File: src/rtl/mem_bus_arbiter_if.sv
// mem_bus_arbiter_if
// Bundles the two private cache bus ports and the shared memory port that
// the arbiter sits between.
//   c0_* / c1_* : per-cache rd/wr/addr/dout requests, din/done responses
//   mem_*       : shared memory strobes, address, write data, read data, done
// Modports:
//   master : the arbiter; drives memory strobes and cache responses
//   slave  : the environment (caches + memory); drives requests and memory
//            responses
interface mem_bus_arbiter_if #(
  parameter int ADDR_W = 5,
  parameter int DATA_W = 16
);
  logic              c0_bus_rd;
  logic              c0_bus_wr;
  logic [ADDR_W-1:0] c0_bus_addr;
  logic [DATA_W-1:0] c0_bus_dout;
  logic [DATA_W-1:0] c0_bus_din;
  logic              c0_bus_done;

  logic              c1_bus_rd;
  logic              c1_bus_wr;
  logic [ADDR_W-1:0] c1_bus_addr;
  logic [DATA_W-1:0] c1_bus_dout;
  logic [DATA_W-1:0] c1_bus_din;
  logic              c1_bus_done;

  logic              mem_rd;
  logic              mem_wr;
  logic [ADDR_W-1:0] mem_addr;
  logic [DATA_W-1:0] mem_wdata;
  logic [DATA_W-1:0] mem_rdata;
  logic              mem_done;

  modport master (
    input  c0_bus_rd, c0_bus_wr, c0_bus_addr, c0_bus_dout,
    output c0_bus_din, c0_bus_done,
    input  c1_bus_rd, c1_bus_wr, c1_bus_addr, c1_bus_dout,
    output c1_bus_din, c1_bus_done,
    output mem_rd, mem_wr, mem_addr, mem_wdata,
    input  mem_rdata, mem_done
  );

  modport slave (
    output c0_bus_rd, c0_bus_wr, c0_bus_addr, c0_bus_dout,
    input  c0_bus_din, c0_bus_done,
    output c1_bus_rd, c1_bus_wr, c1_bus_addr, c1_bus_dout,
    input  c1_bus_din, c1_bus_done,
    input  mem_rd, mem_wr, mem_addr, mem_wdata,
    output mem_rdata, mem_done
  );
endinterface

File: src/rtl/mem_bus_arbiter.sv
// mem_bus_arbiter
// Lets two cache controllers share one memory bus. The memory port is granted
// to one cache at a time with round-robin priority, held until the memory
// signals done, and reclaimed by a watchdog if the memory hangs.
// Ports:
//   clk         : clock, all state on rising edge
//   reset       : synchronous, active-high
//   bus         : cache and memory handshake signals (master side)
//   grant       : one-hot current owner {c1,c0}, 00 when idle
//   timeout_err : sticky watchdog-expiry flag, cleared only by reset
module mem_bus_arbiter #(
  parameter int ADDR_W  = 5,
  parameter int DATA_W  = 16,
  parameter int TIMEOUT = 64
) (
  input  logic                     clk,
  input  logic                     reset,
  mem_bus_arbiter_if.master        bus,
  output logic [1:0]               grant,
  output logic                     timeout_err
);

  typedef enum logic [1:0] {
    IDLE = 2'd0,
    OWN0 = 2'd1,
    OWN1 = 2'd2
  } state_t;

  // TIMEOUT of 0 turns the watchdog off entirely.
  localparam bit       WDOG_EN   = (TIMEOUT != 0);
  localparam logic [7:0] WDOG_LAST = 8'(TIMEOUT - 1);

  state_t     state;
  logic       last;
  logic [7:0] wdog;

  logic req0;
  logic req1;
  logic owner_req;
  logic wdog_expire;

  assign req0 = bus.c0_bus_rd | bus.c0_bus_wr;
  assign req1 = bus.c1_bus_rd | bus.c1_bus_wr;

  assign owner_req = (state == OWN1) ? req1 : req0;

  // A completion in the expiry cycle wins, so expiry requires mem_done low.
  assign wdog_expire = WDOG_EN && (wdog == WDOG_LAST) && !bus.mem_done;

  // Read data is broadcast; only the done strobe tells a cache it is theirs.
  assign bus.c0_bus_din = bus.mem_rdata;
  assign bus.c1_bus_din = bus.mem_rdata;

  // Route the owner's request straight to memory and the memory's done
  // straight back to the owner, so a completion costs no extra cycle.
  always_comb begin
    bus.mem_rd      = 1'b0;
    bus.mem_wr      = 1'b0;
    bus.mem_addr    = {ADDR_W{1'b0}};
    bus.mem_wdata   = {DATA_W{1'b0}};
    bus.c0_bus_done = 1'b0;
    bus.c1_bus_done = 1'b0;
    grant           = 2'b00;
    case (state)
      OWN0: begin
        bus.mem_rd      = bus.c0_bus_rd;
        bus.mem_wr      = bus.c0_bus_wr;
        bus.mem_addr    = bus.c0_bus_addr;
        bus.mem_wdata   = bus.c0_bus_dout;
        bus.c0_bus_done = bus.mem_done;
        grant           = 2'b01;
      end
      OWN1: begin
        bus.mem_rd      = bus.c1_bus_rd;
        bus.mem_wr      = bus.c1_bus_wr;
        bus.mem_addr    = bus.c1_bus_addr;
        bus.mem_wdata   = bus.c1_bus_dout;
        bus.c1_bus_done = bus.mem_done;
        grant           = 2'b10;
      end
      default: begin
      end
    endcase
  end

  // Ownership FSM. Every grant passes through IDLE, which is where the
  // watchdog is cleared, so it always starts counting from zero on entry.
  // On a tie the port that was not granted last wins; last resets to 1 so
  // cache 0 wins the first tie.
  always_ff @(posedge clk) begin
    if (reset) begin
      state       <= IDLE;
      last        <= 1'b1;
      wdog        <= 8'd0;
      timeout_err <= 1'b0;
    end else begin
      case (state)
        IDLE: begin
          wdog <= 8'd0;
          if (req0 && (!req1 || last)) begin
            state <= OWN0;
            last  <= 1'b0;
          end else if (req1) begin
            state <= OWN1;
            last  <= 1'b1;
          end
        end
        OWN0, OWN1: begin
          if (bus.mem_done) begin
            state <= IDLE;
            wdog  <= 8'd0;
          end else if (wdog_expire) begin
            state       <= IDLE;
            wdog        <= 8'd0;
            timeout_err <= 1'b1;
          end else if (!owner_req) begin
            state <= IDLE;
            wdog  <= 8'd0;
          end else begin
            wdog <= wdog + 8'd1;
          end
        end
        default: begin
          state <= IDLE;
          wdog  <= 8'd0;
        end
      endcase
    end
  end

endmodule

File: src/flat_wrapper.sv
// flat-port wrapper written by rule: the top's interface ports become plain ports
module mem_bus_arbiter_flat 
#(
  parameter int ADDR_W  = 5,
  parameter int DATA_W  = 16,
  parameter int TIMEOUT = 64
)
  (clk, reset, grant, timeout_err, bus_c0_bus_rd, bus_c0_bus_wr, bus_c0_bus_addr, bus_c0_bus_dout, bus_c0_bus_din, bus_c0_bus_done, bus_c1_bus_rd, bus_c1_bus_wr, bus_c1_bus_addr, bus_c1_bus_dout, bus_c1_bus_din, bus_c1_bus_done, bus_mem_rd, bus_mem_wr, bus_mem_addr, bus_mem_wdata, bus_mem_rdata, bus_mem_done);
  mem_bus_arbiter_if #(.ADDR_W(ADDR_W), .DATA_W(DATA_W)) bus_i ();
  input  logic clk;
  input  logic reset;
  output logic [1:0] grant;
  output logic timeout_err;
  input wire logic [$bits(bus_i.c0_bus_rd)-1:0] bus_c0_bus_rd;
  input wire logic [$bits(bus_i.c0_bus_wr)-1:0] bus_c0_bus_wr;
  input wire logic [$bits(bus_i.c0_bus_addr)-1:0] bus_c0_bus_addr;
  input wire logic [$bits(bus_i.c0_bus_dout)-1:0] bus_c0_bus_dout;
  output wire logic [$bits(bus_i.c0_bus_din)-1:0] bus_c0_bus_din;
  output wire logic [$bits(bus_i.c0_bus_done)-1:0] bus_c0_bus_done;
  input wire logic [$bits(bus_i.c1_bus_rd)-1:0] bus_c1_bus_rd;
  input wire logic [$bits(bus_i.c1_bus_wr)-1:0] bus_c1_bus_wr;
  input wire logic [$bits(bus_i.c1_bus_addr)-1:0] bus_c1_bus_addr;
  input wire logic [$bits(bus_i.c1_bus_dout)-1:0] bus_c1_bus_dout;
  output wire logic [$bits(bus_i.c1_bus_din)-1:0] bus_c1_bus_din;
  output wire logic [$bits(bus_i.c1_bus_done)-1:0] bus_c1_bus_done;
  output wire logic [$bits(bus_i.mem_rd)-1:0] bus_mem_rd;
  output wire logic [$bits(bus_i.mem_wr)-1:0] bus_mem_wr;
  output wire logic [$bits(bus_i.mem_addr)-1:0] bus_mem_addr;
  output wire logic [$bits(bus_i.mem_wdata)-1:0] bus_mem_wdata;
  input wire logic [$bits(bus_i.mem_rdata)-1:0] bus_mem_rdata;
  input wire logic [$bits(bus_i.mem_done)-1:0] bus_mem_done;
  assign bus_i.c0_bus_rd = bus_c0_bus_rd;
  assign bus_i.c0_bus_wr = bus_c0_bus_wr;
  assign bus_i.c0_bus_addr = bus_c0_bus_addr;
  assign bus_i.c0_bus_dout = bus_c0_bus_dout;
  assign bus_c0_bus_din = bus_i.c0_bus_din;
  assign bus_c0_bus_done = bus_i.c0_bus_done;
  assign bus_i.c1_bus_rd = bus_c1_bus_rd;
  assign bus_i.c1_bus_wr = bus_c1_bus_wr;
  assign bus_i.c1_bus_addr = bus_c1_bus_addr;
  assign bus_i.c1_bus_dout = bus_c1_bus_dout;
  assign bus_c1_bus_din = bus_i.c1_bus_din;
  assign bus_c1_bus_done = bus_i.c1_bus_done;
  assign bus_mem_rd = bus_i.mem_rd;
  assign bus_mem_wr = bus_i.mem_wr;
  assign bus_mem_addr = bus_i.mem_addr;
  assign bus_mem_wdata = bus_i.mem_wdata;
  assign bus_i.mem_rdata = bus_mem_rdata;
  assign bus_i.mem_done = bus_mem_done;
  mem_bus_arbiter #(.ADDR_W(ADDR_W), .DATA_W(DATA_W), .TIMEOUT(TIMEOUT)) u_core (.clk(clk), .reset(reset), .bus(bus_i), .grant(grant), .timeout_err(timeout_err));
endmodule
File: config.mk
export PLATFORM = sky130hd
export DESIGN_NAME = mem_bus_arbiter_flat
export DESIGN_NICKNAME = d
export VERILOG_FILES = /design/src/rtl/mem_bus_arbiter_if.sv /design/src/rtl/mem_bus_arbiter.sv /design/src/flat_wrapper.sv
export SDC_FILE = /design/constraint.sdc
export NUM_CORES = 1
export LEC_CHECK = 0
export ABC_AREA = 1
export CORE_ASPECT_RATIO = 0.6
export CORE_MARGIN = 2
export CORE_UTILIZATION = 30
export DETAILED_ROUTE_END_ITERATION = 8
export GPL_TIMING_DRIVEN = 0
export HOLD_SLACK_MARGIN = 0.15
export PLACE_DENSITY_LB_ADDON = 0.08
export REMOVE_ABC_BUFFERS = 1
export SYNTH_ARGS = -nofsm -noshare
export SYNTH_HDL_FRONTEND = slang
export SYNTH_SLANG_ARGS = --single-unit
File: constraint.sdc
create_clock -name clk -period 1.8 [get_ports clk]
set_clock_uncertainty 0.05 [all_clocks]
set_input_delay 0.27 -clock clk [delete_from_list [all_inputs] [get_ports clk]]
set_output_delay 0.27 -clock clk [all_outputs]
set_load 0.03 [all_outputs]
After elaboration in Yosys (flattened, before gate mapping)
Index checks and enable logic that the tools add are counted.
{"block": "totals", "word_cells": 43, "inputBits": 65, "output_inout_bits": 60, "latchBits": 0, "ff_bits": 12, "mem_count": 0, "ram_bits": 0, "rom_bits": 0}
{"block": "classes", "reduce_logical": 12, "order_cmp": 0, "mul": 0, "bitwise_logic": 5, "add_sub_neg": 1, "mux": 16, "n_div": 0, "n_shift": 0, "n_eq_ne": 5}
{"operator": "case mux 16 bit (2 select lines)", "count": 1}
{"operator": "2-to-1 mux 2 bit", "count": 5}
{"operator": "case mux 5 bit (2 select lines)", "count": 1}
{"operator": "adder 8 x 1 -> 8 bit, second input constant", "count": 1}
{"operator": "== test 8 x 6 -> 1 bit, second input constant", "count": 1}
{"operator": "case mux 2 bit (2 select lines)", "count": 2}
{"operator": "2-to-1 mux 1 bit", "count": 5}
{"operator": "OR reduction 5 bit", "count": 1}
{"operator": "inequality test 4 bit, second input constant", "count": 1}
{"operator": "case mux 1 bit (2 select lines)", "count": 2}
{"operator": "AND reduction 2 bit", "count": 2}
{"operator": "inequality test 3 x 1 -> 1 bit, second input constant", "count": 1}
{"operator": "inverter 1 bit", "count": 3}
{"operator": "AND reduction 3 bit", "count": 1}
{"operator": "== test 2 x 1 -> 1 bit, second input constant", "count": 1}
{"operator": "== test 2 bit, second input constant", "count": 1}
{"operator": "logical AND 1 bit", "count": 2}
{"operator": "zero test 1 bit", "count": 2}
{"operator": "zero test 2 bit", "count": 1}
{"operator": "OR 1 bit", "count": 2}
{"operator": "nonzero test 2 bit", "count": 1}
{"operator": "OR reduction 2 bit", "count": 1}
{"operator": "logical OR 1 bit", "count": 1}

Longest topological paths before layout
Gate-level depths: netlist of run 1.
{"block": "depth", "word_depth": 6, "mapped_depth": 10}

Least setup slack after synthesis of run 1
No wires, ideal clock.
{"block": "synth_timing", "path_kind": "reg2out", "startpoint": "reg u_core.state[0]", "endpoint": "out bus_mem_addr[0]", "path_stages_with_launch": 6, "t_arrival_ns": 1.452, "path_slack_ns": 0.028, "path_cell_list": "dfxtp_1 -> inv_1 -> ha_1 -> inv_2 -> clkbuf_1 -> a21oi_1"}
{"block": "synth_via", "elab_chain_cells": 2, "elab_cells_between_ends": 3, "classes_between": "eq/ne: 2; mux: 1"}
{"item": "start, declared", "line_no": "mem_bus_arbiter.sv:33", "rtl": "state_t state;"}
{"item": "start signal, assigned", "line_no": "mem_bus_arbiter.sv:92", "rtl": "state <= IDLE;"}
{"item": "start signal, assigned", "line_no": "mem_bus_arbiter.sv:101", "rtl": "state <= OWN0;"}
{"item": "start signal, assigned", "line_no": "mem_bus_arbiter.sv:104", "rtl": "state <= OWN1;"}
{"item": "== test 2 bit / == test 2 x 1 -> 1 bit (equally long branches)", "line_no": "mem_bus_arbiter.sv:64", "rtl": "case (state)"}
{"item": "case mux 5 bit (2 select lines) *", "line_no": "mem_bus_arbiter.sv:64"}
{"item": "end, declared", "line_no": "flat_wrapper.sv:28", "rtl": "output wire logic [$bits(bus_i.mem_addr)-1:0] bus_mem_addr;"}
Every way passes the cells marked *; elsewhere a longest branch is shown, timed or not.

Worst setup path in the final report of run 1
{"block": "layout_timing", "startpoint": "reg u_core.state[0]", "endpoint": "out bus_mem_wdata[10]"}
{"block": "layout_via", "elab_chain_cells": 2, "elab_cells_between_ends": 3, "classes_between": "eq/ne: 2; mux: 1"}
{"item": "== test 2 bit / == test 2 x 1 -> 1 bit (equally long branches)", "line_no": "mem_bus_arbiter.sv:64"}
{"item": "case mux 16 bit (2 select lines) *", "line_no": "mem_bus_arbiter.sv:64"}
{"item": "end, declared", "line_no": "flat_wrapper.sv:29", "rtl": "output wire logic [$bits(bus_i.mem_wdata)-1:0] bus_mem_wdata;"}
Marked as above.

==> results.yml, run 1 <==
place:
  post-dp-hpwl_mm: 2.917
  io_buffers: 76
  gp_congestion: 0.6880
  dp_cells: 290
worst_setup_path:
  crit_arrival_ns: 1.42
  regToRegStartpoint: "u_core.state[0]"
  crit_path_end_kind: "output port"
  crit_type: "flip-flop to output port"
  required_ns: 1.48
  start_kind: "flip-flop"
  crit_fanout: 25
  crit_start: "u_core.state[0]"
layout:
  fillerInstances: 426
  drive_above_1_share_pct: 25.83
  areaGrowthSynthToFinish_pct: 50.85
  layout_commonest_cell: "nand2_1"
  instances_no_fill: 300
  antenna_cells: 0
  final_cell_mix: "nand2_1, clkdlybuf4s50_1, a21oi_1"
  fin_nets: 312
logic_synthesis:
  avgSynthCellArea_sq_um: 6.515
  synth-seq-cells: 12
  synthDistinctLibCells: 26
  netlist_area_sq_um: 1257
  synth.top_cell.area_share_pct: 19.10
  seq_area_frac_synth_pct: 19.10
  syn_inst: 193
  synth_area_leaders: "dfxtp_1, buf_4, nand2_1"
  ys_warn_count: 0
  synth_largest_area_cell: "dfxtp_1"
floorplan:
  row_count: 18
  start_util_pct: 30.85
  core_sq_um: 4076
  die_y_microns: 54.15
  io_pins: 125
  die_area_sq_um: 4742
  die_x_microns: 87.58
routing:
  ant_nets: 0
  drt_pre_antenna_iters: 4
  drc: 0
  wl_mm: 4.063
  viasPerCell: 4.157
  post_drt_wl_per_cell_microns: 13.54
  vias: 1247
  first_iter_violations: 37
outcome:
  outcome: "finished clean"
run:
  drv_cap: 0
sta:
  maxSlewViolCount: 0
  period_minus_slack_ns: 1.739
  fmax_mhz: 574.9
  relSlewSlack_pct: 78.28
  tightestPinTransition_ns: 0.3271
  rsz0062_at_grt: "yes"
  fin_crit_sh_pct: 96.63
  final_hold_viol_count: 0
  setup_viol: 0
clock_network:
  cts_made_buffers: 3
  numClockSinks: 12
  clock_latency_ns: 0.24
  htree_levels: 1
  postCtsHoldBufs: 0
  clockBufferDepth: 2
  cts-root-buf: "clkbuf_8"
  path_clk_slew_ns: 0.05
  cts_tree: "built"
power_and_ir_drop:
  finalPower_uw: 1635
  p_per_area_nw_per_um2: 861.8
  peakVddDrop_uv: 548.1
  p_leak_uw: 0.0007530
grt:
  grt_pass1_wl_mm: 5.595
  grt_max_degree: 26
  grt_pass1_vias: 1058
  antenna_found_initial: 0
  grt-ovfl-total: 0
  grt_usage_pct: 15.70
min_path:
  min_from: "u_core.wdog[0]"
  holdCritPathClass: "flip-flop to flip-flop"
-- cell usage after synthesis --
cell	instances
nor3_1	2
nor3_2	1
nand3_1	2
xnor2_1	2
nor3b_2	2
dfxtp_1	12
inv_2	1
clkbuf_1	2
buf_2	4
o21a_1	1
nand2_4	1
a21oi_1	24
nor2_2	3
a21oi_2	3
nand2_1	59
nand3_4	1
nand3_2	1
nor2_1	11
nand2_2	5
inv_1	13
o21ai_1	1
buf_4	32
o21ai_0	1
nor2_4	2
buf_6	1
ha_1	6
-- per-stage QoR --
stage,hold slack [ns],setup WS [ns],area (sq um),util (%),setup TNS [ns]
after detailed placement,0.4014,-0.7355,1814,44.51,-20.25
after global routing,0.4292,-0.001472,1897,46.53,-0.001472
after CTS,0.4091,0.004082,1857,45.55,0
after global placement,0.3948,-0.7525,1814,44.51,-20.46
after floorplan,0.2824,-0.09882,978.4,-,-1.850
final,0.4126,0.06069,1897,46.53,0
-- report_power, final --
group          internal [uW]  switching, uW  total (uW)
Combinational            398            621        1020
Clock                    193            102         296
Sequential               291           29.6         320
Total                    882            753        1630
-- metal layers --
metal | vias to the layer above | part of all wire [%] | track usage, %
met4 | 0 | 0.32 | 3.077
met1 | 523 | 47 | 21.71
met3 | 2 | 12 | 10.28
met5 | - | 0 | 4.545
li1 | 662 | - | -
met2 | 60 | 41 | 19.19
-- repair_timing --
item / 4_1_cts / 5_1_grt
endpoints found under the setup margin: 37 / 24
pin swaps: 1 / 0
resized for setup: 138 / 18
buffers inserted: 6 / 0
-- final timing paths --
path / cells past startpoint / endpoint / slack (ns)
worst max-delay path: 5 / bus_mem_wdata[10] / 0.06
worst min-delay path: 1 / u_core.wdog[0] / 0.41
worst max register to register: 8 / u_core.wdog[3] / 0.20
worst min register to register: 1 / u_core.wdog[0] / 0.41
-- final cells by class --
class | instances | area [sq um] | share of cell area, %
sequential | 12 | 242.7 | 12.80
clock buffer | 4 | 55.05 | 2.902
timing repair buffer | 82 | 734.5 | 38.72
tap | 60 | 75.07 | 3.958
multi-input combinational | 128 | 726.9 | 38.32
inverter | 14 | 62.56 | 3.298
-- flip-flops by register name, indices dropped and copies added (netlist names) --
name / flops
u_core.wdog: 8
u_core.last: 1
u_core.timeout_err: 1
u_core.state: 2
-- kinds of logic (layout without fill, tap and decap cells) --
family	Yosys count	count (layout)	share of synthesized area (%)
AND/OR/NAND/NOR	90	90	34.13
buffers and inverters	53	100	26.37
AO/OA/AOI/OAI	30	30	13.04
flip-flops	12	12	19.10
adder cells (fa/ha/maj)	6	6	5.970
XOR/XNOR	2	2	1.393
-- critical path: stages (launching register included) --
cell     delay (ns)
dfxtp_2        0.40
inv_4          0.07
ha_4           0.28
inv_6          0.08
a21oi_1        0.13
buf_2          0.22
No activity file was read; power rests on OpenSTA's default activity.
==> run 2, diff against run 1 <==
Settings changed: CAP_MARGIN from default to 40, SLEW_MARGIN from default to 20.
==> run 2 against run 1 <==
Worst setup slack better by 0.014 ns. Flip-flop and latch count unchanged. Final cell count decreased by 0.33%. Global-route usage decreased by 0.56 points. Maximum frequency grew 0.80%. Critical path depth did not move. Via count up 2.3%. Largest power group unchanged. First-iteration DRC count stayed put. Critical endpoint is now bus_mem_wdata[9]. Wire length fell by 1.1%. Non-clock buffer count stayed put.
==> results.yml, run 2 (synthesis gave the netlist of run 1 again) <==
layout:
  multi_input_area_sq_um: 726.9
  fillerInstances: 426
  drive_above_1_share_pct: 25.94
  largest_register_ffs: 8
  layout_commonest_cell: "nand2_1"
  final_cell_mix: "nand2_1, clkdlybuf4s50_1, a21oi_1"
  largestRegisters: "u_core.wdog: 8 flops, u_core.state: 2 flops"
  regArea_sq_um: 242.7
  fin_nets: 312
  antenna_cells: 0
  top_register: "u_core.wdog"
  areaGrowthSynthToFinish_pct: 51.04
floorplan:
  start_util_pct: 30.85
  die_area_sq_um: 4742
  row_count: 18
  core_sq_um: 4076
  die_y_microns: 54.15
  die_x_microns: 87.58
  io_pins: 125
routing:
  vias: 1276
  drc: 0
  post_drt_wl_per_cell_microns: 13.43
  viasPerCell: 4.268
  wl_mm: 4.017
  drt_pre_antenna_iters: 4
  ant_nets: 0
  first_iter_violations: 37
clock_network:
  cts_tree: "built"
  cts-root-buf: "clkbuf_8"
  clock_latency_ns: 0.24
  postCtsHoldBufs: 0
  cts_made_buffers: 3
  htree_levels: 1
  clockBufferDepth: 2
  numClockSinks: 12
  path_clk_slew_ns: 0.05
place:
  post-dp-hpwl_mm: 2.980
  gp_congestion: 0.6880
  io_buffers: 76
worst_setup_path:
  crit_arrival_ns: 1.41
  critical_path.top_delay_family: "flip-flops"
  rr_worst_depth: 8
  cp.depth: 5
  crit_type: "flip-flop to output port"
  worst-path-buf-inv: 3
  start_kind: "flip-flop"
  crit_path_end_kind: "output port"
  cpPeakStageDelay_ns: 0.39
  cp_slowest_cell: "dfxtp_2"
  crit_fanout: 25
  required_ns: 1.48
  cp_cell_sequence: "inv_4 -> ha_4 -> inv_6 -> a21oi_1 -> buf_2"
sta:
  maxSlewViolCount: 0
  fmax_mhz: 579.5
  fin_crit_sh_pct: 95.86
  hold_ws_ns: 0.4100
  relSlewSlack_pct: 79.36
  setup_viol: 0
  tns_ns: 0
  final_hold_viol_count: 0
  tightestPinTransition_ns: 0.3086
  rsz0062_at_grt: "no"
  period_minus_slack_ns: 1.726
grt:
  grt_max_degree: 26
  antenna_found_initial: 0
  grt_pass1_vias: 1043
  grt-ovfl-total: 0
  grt_usage_pct: 15.14
  grt_pass1_wl_mm: 5.471
min_path:
  holdCritPathClass: "flip-flop to flip-flop"
  hold_depth: 1
power_and_ir_drop:
  p_per_area_nw_per_um2: 835.8
  p_leak_uw: 0.0007412
  peakVddDrop_uv: 707.7
outcome:
  outcome: "finished clean"
run:
  drv_cap: 0
[run 2: routing by layer]
layer	routed length [microns]	vias up	GRT usage, %
met5	0	-	0
met3	465	0	10.12
li1	-	662	-
met1	1871	551	21.19
met4	0	0	1.282
met2	1680	63	19.32
[run 2: repair_timing]
action | in CTS | in global routing
pin swaps | 0 | 0
setup buffers | 1 | 3
resized for setup | 141 | 19
setup endpoints to repair | 28 | 25
[run 2: path summary, 6_finish.rpt]
path	start	to	slack (ns)
max	u_core.state[0]	bus_mem_wdata[9]	0.07
min	u_core.wdog[0]	u_core.wdog[0]	0.41
max reg2reg	u_core.state[0]	u_core.wdog[3]	0.21
min reg2reg	u_core.wdog[0]	u_core.wdog[0]	0.41
[run 2: final cells by class]
cell class	count	area share [%]
Tap cell	60	3.953
Clock buffer	3	2.174
Multi-Input combinational cell	128	38.27
Timing Repair Buffer	82	39.66
Inverter	14	3.162
Sequential cell	12	12.78
[run 2: power breakdown]
group	switching, uW	total (uW)	internal, uW
Sequential	27.1	318	291
Combinational	614	1030	413
Clock	95.7	243	147
[run 2: per-stage QoR]
step / instance area (sq um) / power (uW) / worst slack (ns) / instances / util (%)
floorplan: 978.4 / 865.6 / -0.09882 / 154 / -
CTS: 1844 / 1551 / 0.0006395 / 296 / 45.24
finish: 1899 / 1588 / 0.07448 / 299 / 46.59
global route: 1899 / 1691 / 0.001684 / 299 / 46.59
global placement: 1814 / 1257 / -0.7525 / 290 / 44.51
detailed placement: 1844 / 1288 / -0.4227 / 292 / 45.24
==> run 3, diff against run 2 <==
Settings changed: CELL_PAD_IN_SITES_DETAIL_PLACEMENT from default to 0, CELL_PAD_IN_SITES_GLOBAL_PLACEMENT from default to 2, CORE_UTILIZATION 30 to 13.
==> run 3 against run 2 <==
Via count is 1.3% higher. Highest routed layer is now met4. Critical path type unchanged. Largest cell class unchanged. Non-clock buffer count stayed put. Maximum frequency is 0.37% higher. Worst setup slack better by 0.0063 ns. Critical endpoint is now bus_c1_bus_done. Clock power is 85% higher.
==> results.yml, run 3 (synthesis gave the netlist of run 1 again) <==
layout:
  final_cell_mix: "nand2_1, clkdlybuf4s50_1, a21oi_1"
  top_register: "u_core.wdog"
  largestRegisters: "u_core.wdog: 8 flops, u_core.state: 2 flops"
  drive_above_1_share_pct: 26.56
  areaGrowthSynthToFinish_pct: 65.47
  fin_nets: 313
  largest_register_ffs: 8
  antenna_cells: 0
  layout_commonest_cell: "nand2_1"
  instances_no_fill: 371
  fillerInstances: 1068
sta:
  fin_crit_sh_pct: 95.51
  hold_ws_ns: 0.4061
  period_minus_slack_ns: 1.719
  tightestPinTransition_ns: 0.3029
  relSlewSlack_pct: 79.74
  tns_ns: 0
  maxSlewViolCount: 0
  final_hold_viol_count: 0
  fin_ws_ns: 0.08081
  fmax_mhz: 581.7
  setup_viol: 0
min_path:
  holdCritPathClass: "flip-flop to flip-flop"
  hold_depth: 1
place:
  gp_congestion: 0.6551
  post-dp-hpwl_mm: 3.901
  io_buffers: 76
  pre_cts_slack_ns: -0.6774
  dp_cells: 361
routing:
  drt_pre_antenna_iters: 4
  first_iter_violations: 44
  viasPerCell: 3.485
  wl_mm: 5.011
  ant_nets: 0
  post_drt_wl_per_cell_microns: 13.51
  drc: 0
  vias: 1293
worst_setup_path:
  crit_fanout: 13
  rrSetupSlack_ns: 0.17
  crit_type: "flip-flop to output port"
  crit_arrival_ns: 1.40
  cp_cell_sequence: "inv_4 -> ha_4 -> buf_12 -> nand2_1 -> inv_1 -> clkdlybuf4s15_2"
  start_kind: "flip-flop"
  critical_path.top_delay_family: "buffers and inverters"
  worst-path-buf-inv: 4
  cp.depth: 6
  crit_path_end_kind: "output port"
  rr_worst_depth: 8
  required_ns: 1.48
  cpPeakStageDelay_ns: 0.36
  cp_slowest_cell: "dfxtp_4"
grt:
  grt_max_degree: 14
  grt-ovfl-total: 0
  antenna_found_initial: 0
  grt_pass1_wl_mm: 7.493
  grt_pass1_vias: 1334
  grt_usage_pct: 9.484
clock_network:
  cts_tree: "built"
  numClockSinks: 12
  htree_levels: 1
  postCtsHoldBufs: 0
  cts_made_buffers: 3
  clock_latency_ns: 0.24
  path_clk_slew_ns: 0.04
  clockBufferDepth: 2
  cts-root-buf: "clkbuf_16"
run:
  drv_cap: 0
floorplan:
  core_sq_um: 9290
  die_area_sq_um: 10500
  row_count: 27
  die_y_microns: 80.18
  die_x_microns: 131.0
  start_util_pct: 13.54
  io_pins: 125
power_and_ir_drop:
  finalPower_uw: 1916
  p_leak_uw: 0.0007726
  peakVddDrop_uv: 294.5
  p_per_area_nw_per_um2: 920.6
outcome:
  outcome: "finished clean"
-- run 3: area by class of cell --
| cell class | instances | area (sq um) | area share (%) |
|---|---|---|---|
| Tap cell | 130 | 162.7 | 7.817 |
| Clock buffer | 4 | 88.84 | 4.269 |
| Timing Repair Buffer | 82 | 785.8 | 37.76 |
| Inverter | 14 | 62.56 | 3.007 |
| Multi-Input combinational cell | 128 | 726.9 | 34.94 |
| Sequential cell | 12 | 247.7 | 11.91 |
| Timing Repair inverter | 1 | 6.256 | 0.3007 |
-- run 3: metal layers --
layer  share of wire (%)  global-route usage [%]
met2                  44                   13.83
met4                0.88                   1.277
met5                   0                       0
met3                 7.7                   4.131
met1                  48                   13.08
-- run 3: path summary, 6_finish.rpt --
kind | endpoint | start
worst min-delay path | u_core.wdog[0] | u_core.wdog[0]
worst max register to register | u_core.wdog[3] | u_core.state[1]
worst min register to register | u_core.wdog[0] | u_core.wdog[0]
worst max-delay path | bus_c1_bus_done | u_core.state[0]
-- run 3: timing repair --
item / CTS / global route
gates resized for setup: 139 / 33
gates cloned: 1 / 0
setup buffers: 3 / 2
setup endpoints to repair: 37 / 24
pin swaps: 0 / 1
-- run 3: worst reg2reg max path: stages (launching register included) --
cell	delay [ns]
dfxtp_4	0.37
inv_4	0.06
ha_4	0.31
inv_4	0.09
nor2_1	0.10
nand2_1	0.09
nor2_4	0.14
nand3_4	0.16
nor3b_2	0.19
-- run 3: metrics by stage --
| step | utilization (%) | instance area, sq um |
|---|---|---|
| 2_1_floorplan | - | 978.4 |
| 3_3_place_gp | 20.47 | 1902 |
| 3_5_place_dp | 20.66 | 1919 |
| 4_1_cts | 21.56 | 2003 |
| 5_1_grt | 22.40 | 2081 |
| 6_report | 22.40 | 2081 |
-- run 3: power by group --
| part | switching [uW] | leakage (uW) | internal [uW] |
|---|---|---|---|
| clock network | 115 | 0.0000442 | 335 |
| logic | 680 | 0.000630 | 462 |
| registers | 28.4 | 0.0000987 | 295 |
